$ cat src/rtl/receive_img_pkg.sv
// Shared types and defaults for the UART image receiver.
// Top-level image state encoding is visible on out_state, so its values are fixed.
package receive_img_pkg;

  localparam int DEFAULT_CLOCKS_PER_BAUD = 50;

  typedef enum logic [1:0] {
    IMG_IDLE      = 2'd0,
    IMG_RECEIVING = 2'd1,
    IMG_DONE      = 2'd2
  } img_state_t;

  typedef enum logic [1:0] {
    RX_IDLE  = 2'd0,
    RX_START = 2'd1,
    RX_DATA  = 2'd2,
    RX_STOP  = 2'd3
  } rx_state_t;

endpackage

$ cat src/rtl/receive_img_uart_rx.sv
// 8N1 UART byte receiver, LSB first, bits sampled mid-cell after a 2-flop synchronizer.
// valid/frame_err pulse one cycle after the stop-bit sample; no backpressure, the consumer must keep up.
module uart_rx
  import receive_img_pkg::*;
#(
  parameter int CLOCKS_PER_BAUD = DEFAULT_CLOCKS_PER_BAUD
) (
  input  logic       clk,
  input  logic       rst_in,
  input  logic       rx,
  output logic [7:0] rx_data,
  output logic       valid,
  output logic       frame_err
);

  localparam int CW = $clog2(CLOCKS_PER_BAUD + 1);
  localparam logic [CW-1:0] HALF_LAST = CW'(CLOCKS_PER_BAUD / 2 - 1);
  localparam logic [CW-1:0] FULL_LAST = CW'(CLOCKS_PER_BAUD - 1);

  rx_state_t     state;
  logic          rx_meta;
  logic          rx_sync;
  logic [CW-1:0] baud_cnt;
  logic [2:0]    bit_idx;
  logic [7:0]    shreg;

  always_ff @(posedge clk) begin
    if (rst_in) begin
      rx_meta   <= 1'b1;
      rx_sync   <= 1'b1;
      state     <= RX_IDLE;
      baud_cnt  <= '0;
      bit_idx   <= '0;
      shreg     <= '0;
      rx_data   <= '0;
      valid     <= 1'b0;
      frame_err <= 1'b0;
    end else begin
      rx_meta   <= rx;
      rx_sync   <= rx_meta;
      valid     <= 1'b0;
      frame_err <= 1'b0;
      case (state)
        RX_IDLE: begin
          baud_cnt <= '0;
          bit_idx  <= '0;
          if (!rx_sync) state <= RX_START;
        end
        // A start bit that is high again at mid-cell was only a glitch.
        RX_START: begin
          if (baud_cnt == HALF_LAST) begin
            baud_cnt <= '0;
            state    <= rx_sync ? RX_IDLE : RX_DATA;
          end else begin
            baud_cnt <= baud_cnt + 1'b1;
          end
        end
        RX_DATA: begin
          if (baud_cnt == FULL_LAST) begin
            baud_cnt <= '0;
            shreg    <= {rx_sync, shreg[7:1]};
            bit_idx  <= bit_idx + 1'b1;
            if (bit_idx == 3'd7) state <= RX_STOP;
          end else begin
            baud_cnt <= baud_cnt + 1'b1;
          end
        end
        // Returning to idle at mid-stop lets the next start edge be caught immediately.
        RX_STOP: begin
          if (baud_cnt == FULL_LAST) begin
            baud_cnt <= '0;
            state    <= RX_IDLE;
            if (rx_sync) begin
              valid   <= 1'b1;
              rx_data <= shreg;
            end else begin
              frame_err <= 1'b1;
            end
          end else begin
            baud_cnt <= baud_cnt + 1'b1;
          end
        end
        default: state <= RX_IDLE;
      endcase
    end
  end

endmodule

$ cat src/rtl/receive_img.sv
// Receives an image byte-stream over UART and writes it sequentially into a BRAM.
// One write cycle after each received byte; no backpressure, the BRAM always accepts.
module receive_img
  import receive_img_pkg::*;
#(
  parameter int CLOCKS_PER_BAUD = DEFAULT_CLOCKS_PER_BAUD,
  parameter int NUM_PIXELS      = 16384,
  parameter int ADDR_WIDTH      = 14
) (
  input  logic                  clk,
  input  logic                  rst_in,
  input  logic                  rx,
  output logic [ADDR_WIDTH-1:0] address,
  output logic [7:0]            data,
  output logic                  we,
  output logic                  busy,
  output logic                  img_received,
  output logic [7:0]            frame_err_count,
  output logic [1:0]            out_state
);

  localparam logic [ADDR_WIDTH-1:0] LAST_IDX = ADDR_WIDTH'(NUM_PIXELS - 1);

  img_state_t state;
  logic [7:0] rx_data;
  logic       rx_valid;
  logic       rx_frame_err;

  uart_rx #(
    .CLOCKS_PER_BAUD(CLOCKS_PER_BAUD)
  ) u_uart_rx (
    .clk       (clk),
    .rst_in    (rst_in),
    .rx        (rx),
    .rx_data   (rx_data),
    .valid     (rx_valid),
    .frame_err (rx_frame_err)
  );

  assign out_state = state;

  always_ff @(posedge clk) begin
    if (rst_in) begin
      state           <= IMG_IDLE;
      address         <= '0;
      data            <= '0;
      we              <= 1'b0;
      busy            <= 1'b0;
      img_received    <= 1'b0;
      frame_err_count <= '0;
    end else begin
      we <= 1'b0;

      // Index advances in the cycle after the write it addressed.
      if (we) begin
        if (address == LAST_IDX) begin
          address      <= '0;
          state        <= IMG_DONE;
          busy         <= 1'b0;
          img_received <= 1'b1;
        end else begin
          address <= address + 1'b1;
        end
      end

      if (rx_valid) begin
        we           <= 1'b1;
        data         <= rx_data;
        img_received <= 1'b0;
        if (NUM_PIXELS > 1) begin
          state <= IMG_RECEIVING;
          busy  <= 1'b1;
        end
      end

      if (rx_frame_err && frame_err_count != 8'hFF)
        frame_err_count <= frame_err_count + 1'b1;
    end
  end

endmodule
$ cat config.mk
export PLATFORM = sky130hd
export DESIGN_NAME = receive_img
export DESIGN_NICKNAME = d
export VERILOG_FILES = /design/src/rtl/receive_img_pkg.sv /design/src/rtl/receive_img_uart_rx.sv /design/src/rtl/receive_img.sv
export SDC_FILE = /design/constraint.sdc
export NUM_CORES = 1
export LEC_CHECK = 0
export CORE_ASPECT_RATIO = 2
export CORE_MARGIN = 2
export CORE_UTILIZATION = 53
export CTS_CLUSTER_SIZE = 28
export DETAILED_ROUTE_END_ITERATION = 10
export GPL_TIMING_DRIVEN = 0
export PLACE_DENSITY = 0.78
export SLEW_MARGIN = 20
export SYNTH_ARGS = -nofsm -noshare
export SYNTH_HDL_FRONTEND = slang
export SYNTH_SLANG_ARGS = --single-unit
export TNS_END_PERCENT = 1
$ cat constraint.sdc
create_clock -name clk -period 1.84 [get_ports clk]
set_clock_uncertainty 0.1 [all_clocks]
set_input_delay 0.184 -clock clk [delete_from_list [all_inputs] [get_ports clk]]
set_output_delay 0.184 -clock clk [all_outputs]
set_load 0.05 [all_outputs]
# == Word-level counts from Yosys, hierarchy flattened ==
# Index checks and enable logic that the tools add are counted.
# word_totals
memories,0
mem_bits_ro,0
wordCells,71
reg_bits,65
ram_bits,0
latchBits,0
# op_classes
n_lt_le_gt_ge,0
n_addsub,4
bitwise,2
mux,22
n_div,0
n_reduce_logical,14
eq_ne,13
shifts,0
mul,0
# op_table
op,n
$pmux 6 s3,1
$add 14x1->14 const B,1
$eq 14x14->1 const B,1
$mux 14,1
$mux 2,6
$mux 6,2
$mux 1,9
$add 8x1->8 const B,1
$ne 2x1->1 const B,4
$ne 8x8->1 const B,1
$pmux 2 s4,1
$reduce_and 2->1,4
$add 6x1->6 const B,1
$eq 6x5->1 const B,1
$eq 6x6->1 const B,1
$pmux 3 s2,1
$reduce_bool 2->1,3
$reduce_and 5->1,1
$eq 2x2->1 const B,2
$reduce_or 2->1,2
$add 3x1->3 const B,1
$eq 3x3->1 const B,1
$mux 3,1
$reduce_and 3->1,1
other kinds (6),7

# == Depth between registers and ports, before layout ==
# Gate-level depths: netlist of the first run.
# depth
word_depth,4
depth_mapped,7
depth_no_buf,6

# == By module ==
# From an unflattened synthesis of the first run, not the netlist that was laid out.
# unflattened
cells_unflattened,310
hier_area_um2,2825.2
# modules_own_cells
module,cells_per_inst,n_inst,area_each_um2
receive_img,152,1,1428.9
uart_rx,158,1,1396.3

# == Worst setup path before layout of the first run ==
# No wires, ideal clock.
# synth_timing
path_kind,flip-flop to flip-flop
from,reg frame_err_count[0]
to,reg frame_err_count[1]
t_arrival_ns,1.675
n_path_buf,0
stages_incl_launch_ff,6
setup_time_ns,0.128
slack_ns,-0.062
path_cell_list,dfxtp_1 ha_1 nand4_1 o21ai_0 mux2i_1 nor2_1
# synth_via
elab_chain_cells,2
word_cells_on_any_way,3
cone_classes,add/sub: 1; eq/ne: 1; reduce/logical: 1
# synth_lines
element,line,text
"start, declared",receive_img.sv:18,"output logic [7:0] frame_err_count,"
"start signal, assigned",receive_img.sv:77,frame_err_count <= frame_err_count + 1'b1;
"parallel branches: the longest is 2 deep, another holds $add 8x1->8",-,
# Parallel ways; which one is timed is not known.
# A chain may end at the register's enable or synchronous reset.

==> reports/results.ini, run 1 <==
[global_route]
grt_use_total_pct=21.69
antenna_found_initial=0
grt_pass1_wl_mm=9.025
overflow=0
grt_start_max_net_pins=11
grt_pass1_vias=1992

[route]
drtPass1Iterations=4
drt-total-wl_mm=5.571
drcViolationCount=0
num_vias=2109
drt_iter0_drc=30
via_per_inst=5.422
postRouteAntennaNets=0
wl_per_cell_microns=14.32

[setup_path]
crit_path_start_kind=flop
required_ns=1.56
path_max_fanout=3
slowest_stage=clkdlybuf4s50_1
crit_buf_inv=1
crit_path_end_kind=output pin
cp_cell_sequence=clkdlybuf4s50_1
slowest_delay_ns=0.82
crit_arrival_ns=1.54
crit_family=buffers and inverters
crit_type=flop to output pin

[synthesis]
synth_simple_gate_area_share_pct=23.17
synth_xor_area_share_pct=6.250
syn-num-nets=289
synth.most_common_cell=dfxtp_1
async_flop_share_pct=0
synth_cells=279
synth-adder-area-share_pct=3.289
synth_top_family_by_area=simple AND/OR/NAND/NOR gates
yosysSeqAreaShare_pct=48.12
synth.area.top_cells=dfxtp_1, mux2i_1, nor2_1
netlist.area_leader.share_pct=48.12
synth_edf_count=0
avgSynthCellArea_sq_um=9.543
synth_common_cells=dfxtp_1, nor2_1, mux2i_1
yosysWarnings=0
syn-cell-area_sq_um=2663
synthMuxAreaShare_pct=9.398
netlist-cell-type-count=38
yosysTopAreaCell=dfxtp_1
ys_ff_latch=64
synth_flop_cell=dfxtp_1
synth_compound_area_share_pct=6.109

[clock_tree]
root_buffer=clkbuf_8
htree_levels=3
cts_buffers=9
cts_hold_buffers=0
clock_path_buffers=2
insertion_delay_ns=0.34
cts_tree=yes
cts_sinks=64
cts.clk_slew.worst_paths_ns=0.06

[timing]
fmax_mhz=549.1
finalWorstSetupSlack_ns=0.01890
fin_tns_setup_ns=0
worst-slew-pin-transition_ns=0.8099
rsz0062_at_grt=false
setup_viol=0
hold_viol_final=0
whs_ns=0.2121
post-route-period-util_pct=98.97
min_period_ns=1.821
drv_slew=0
slew_headroom_pct=46.01

[floorplan]
num_io_pins=38
core-area_sq_um=4865
num_rows=36
die_x_microns=54.12
die_h_microns=104.2
die_area_sq_um=5641
start_util_pct=54.73

[layout]
area_delta_synth_final_pct=24.81
fin_cells=389
fin_util_pct=68.31
layout.nets=337
antenna_cells=0
layout-drive-gt1-share_pct=9.639

[place]
dp_slack_ns=-0.01676
placed_cells=372
portBuffers=36
gp_congestion=0.7835
dp_hpwl_mm=3.863

[run]
drv_cap=0

[min_path]
hold_path.class=input port to flop

[pwr]
peakVddDrop_mv=0.8138
power.leakage_nw=1.442
p_per_area_nw_per_um2=826.4

[run_status]
status=completed

logic make-up after synthesis:
family / Yosys count
XOR/XNOR: 19
buffers and inverters: 22
AND/OR/NAND/NOR: 118
multiplexers: 25
AO/OA/AOI/OAI: 24
flip-flops: 64
adder cells (fa/ha/maj): 7
what timing repair did:
action / CTS / global route
gates cloned: 0 / 0
gates resized for setup: 17 / 6
pin swaps: 1 / 1
setup buffers: 0 / 1
setup endpoints to repair: 25 / 14
through the flow:
stage               total power [mW]  area (sq um)
finish                         2.746          3323
CTS                            2.766          3288
global route                   2.841          3323
detailed placement             1.472          3097
floorplan                      1.456          2665
global placement               1.472          3097
final cells by class:
| class | count | area [sq um] |
|---|---|---|
| buffer | 17 | 78.83 |
| clock buffer | 13 | 148.9 |
| clock inverter | 3 | 65.06 |
| fill | 395 | 1541 |
| inverter | 5 | 18.77 |
| multi-input combinational | 193 | 1284 |
| sequential | 64 | 1284 |
| tap | 57 | 71.32 |
| timing repair buffer | 37 | 372.9 |
state kept, by name, indices dropped and copies added (netlist names), named ones only:
signal               flops
data                     8
u_uart_rx.baud_cnt       6
out_state                2
address                 14
u_uart_rx.valid          1
u_uart_rx.rx_sync        1
u_uart_rx.state          1
we                       1
u_uart_rx.shreg          8
u_uart_rx.rx_data        8
u_uart_rx.rx_meta        1
u_uart_rx.frame_err      1
frame_err_count          8
u_uart_rx.bit_idx        3
worst paths after layout:
check	to	startpoint	slack, ns	cells past startpoint
worst max-delay path	busy	out_state[0]	0.02	1
worst min-delay path	we	rst_in	0.21	2
worst max register to register	u_uart_rx.shreg[0]	u_uart_rx.baud_cnt[0]	0.17	6
worst min register to register	u_uart_rx.rx_sync	u_uart_rx.rx_meta	0.32	1
layout by cell type, fill, tap and decap left out, types with 7 or more instances in the layout:
master | synthesis | final
nor3_1 | 7 | 7
nand3_1 | 7 | 7
nand2_1 | 12 | 12
clkdlybuf4s50_1 | 0 | 13
nor2_1 | 54 | 54
mux2i_1 | 25 | 25
dlygate4sd2_1 | 0 | 16
clkbuf_8 | 0 | 10
dfxtp_1 | 64 | 62
ha_1 | 7 | 7
xor2_1 | 14 | 14
nand4_1 | 8 | 8
clkbuf_1 | 11 | 14
power breakdown:
part           switching (mW)  internal, mW  leakage [nW]  total [mW]
registers             0.00338          1.39         0.517        1.39
logic                  0.0338        0.0140         0.817      0.0478
clock network           0.506         0.800         0.108        1.31
layer usage:
metal  share of wire [%]  global-route usage, %  vias to the layer above
li1                    -                      -                     1056
met1                  39                  22.23                      993
met2                  55                  37.95                       49
met3                 3.4                  4.598                       11
met4                 2.6                  11.61                        0
met5                   0                      0                        -
Note: power is estimated with default switching activity, not from simulation.
==> run 2, diff against run 1 <==
- CORE_MARGIN: 2 -> 10
- GPL_TIMING_DRIVEN: 0 -> not set
==> run 2 against run 1 <==
Total power down 1.3%. Sequential power is essentially flat. Highest routed layer unchanged. Sequential cell count is the same. Global-route usage decreased by 8.0 points. Register-to-register slack about the same. Combinational power down 5.4%. Via count is 1.6% lower. Clock power fell by 3%. First-iteration DRC count increased to 3.0 times the previous value. Count of clock-buffer cells in the layout fell by 4. Die area up 49%. Largest cell class is now multi-input gates.
==> reports/results.ini, run 2 (synthesis gave the netlist of run 1 again) <==
[route]
via_per_inst=5.504
postRouteAntennaNets=0
drt-total-wl_mm=5.461
wl_per_cell_microns=14.49
drtPass1Iterations=4
num_vias=2075
drcViolationCount=0
drt_iter0_drc=90

[global_route]
grt_start_max_net_pins=35
overflow=0
grt_pass1_wl_mm=9.763
grt_use_total_pct=13.66
antenna_found_initial=0
grt_pass1_vias=2201

[setup_path]
regToRegSetupSlack_ns=0.18
crit_arrival_ns=1.50
slowest_stage=clkdlybuf4s50_1
crit_path_end_kind=output pin
crit_family=buffers and inverters
crit_type=flop to output pin
crit_cells=1
startpoint=data[7]
cp_cell_sequence=clkdlybuf4s50_1
path_max_fanout=2
r2r_end=u_uart_rx.rx_data[7]
r2r_cells=7
crit_buf_inv=1
slowest_delay_ns=0.82
crit_path_start_kind=flop
r2r-start=u_uart_rx.baud_cnt[1]
required_ns=1.56

[layout]
antenna_cells=0
layout-drive-gt1-share_pct=17.50
fin_cells=377
final_common_cell=dfxtp_1
layout.nets=326
top_register=address
largest_register_ffs=14
layout_common_cells=dfxtp_1, nor2_1, buf_4
area_delta_synth_final_pct=21.66

[clock_tree]
htree_levels=3
cts.clk_slew.worst_paths_ns=0.07
insertion_delay_ns=0.33
cts_buffers=9
cts_resized=0
postCtsSetupRepairBufs=0
root_buffer=clkbuf_8
cts_sinks=64
cts_tree=yes
clock_path_buffers=2
cts_hold_buffers=0

[timing]
worst-slew-pin-transition_ns=0.5934
rsz0062_at_grt=false
hold_viol_final=0
setup_viol=0
post-route-period-util_pct=96.70
min_period_ns=1.779
fmax_mhz=562.0
slew_headroom_pct=60.44
drv_slew=0
fin_tns_setup_ns=0

[min_path]
hold_path_depth=2
hold_path.class=input port to flop
min_from=rst_in
worstHoldEndpoint=frame_err_count[6]

[floorplan]
start_util_pct=54.73
num_rows=36
die_area_sq_um=8431
die_x_microns=70.12
core-area_sq_um=4865
die_h_microns=120.2
num_io_pins=38

[run_status]
status=completed

[place]
dp_hpwl_mm=3.935
placed_cells=362
portBuffers=37
gp_congestion=0.8306

[run]
drv_cap=0

[pwr]
peakVddDrop_mv=0.6046
power.leakage_nw=1.353
p_per_area_nw_per_um2=836.6

[run 2: cell count changes in the layout (fill, tap and decap cells not counted), sizes merged]
cell | before | now
buf | 6 | 28
clkbuf | 26 | 9
clkdlybuf4s50 | 13 | 11
clkinv | 1 | 3
dlygate4sd2 | 16 | 0
dlymetal6s2s | 6 | 4
inv | 5 | 6
[run 2: report_power, final]
group	switching, mW	total [mW]	internal, mW
clock	0.520	1.27	0.752
combinational	0.0307	0.0452	0.0145
sequential	0.00370	1.39	1.39
total	0.554	2.71	2.16
[run 2: worst max-delay path by stage]
stage,slack (ns),end
global placement,0.21,u_uart_rx.shreg[7]
CTS,0.005,out_state[0]
floorplan,0.002,address[6]
finish,0.06,data[7]
global route,0.001,frame_err_count[1]
detailed placement,0.15,u_uart_rx.shreg[7]
[run 2: routing by layer]
metal / part of all wire (%) / GRT usage, % / vias up
met3: 6.1 / 5.651 / 14
met4: 2.4 / 6.452 / 0
li1: - / - / 1032
met2: 52 / 24.54 / 43
met1: 39 / 13.01 / 986
met5: 0 / 0 / -
[run 2: cell type report]
type                    instances  area [sq um]
multi-input cells             193          1289
clock buffers                   9         123.9
fillers                       399          1625
clock inverters                 6         83.83
flip-flops and latches         64          1285
well taps                      57         71.32
inverters                       5         18.77
repair buffers                 43         367.9
[run 2: stage by stage]
step	power (mW)	util, %	hold slack (ns)	area, sq um	setup slack [ns]
3_3_place_gp	1.468	61.99	0.2948	3015	0.2075
2_1_floorplan	1.456	-	0.1878	2665	0.002432
5_1_grt	2.806	66.59	0.2756	3239	0.001129
3_5_place_dp	1.469	61.99	0.2957	3015	0.1494
4_1_cts	2.735	66.26	0.2352	3223	0.005351
6_report	2.710	66.59	0.2434	3239	0.06077
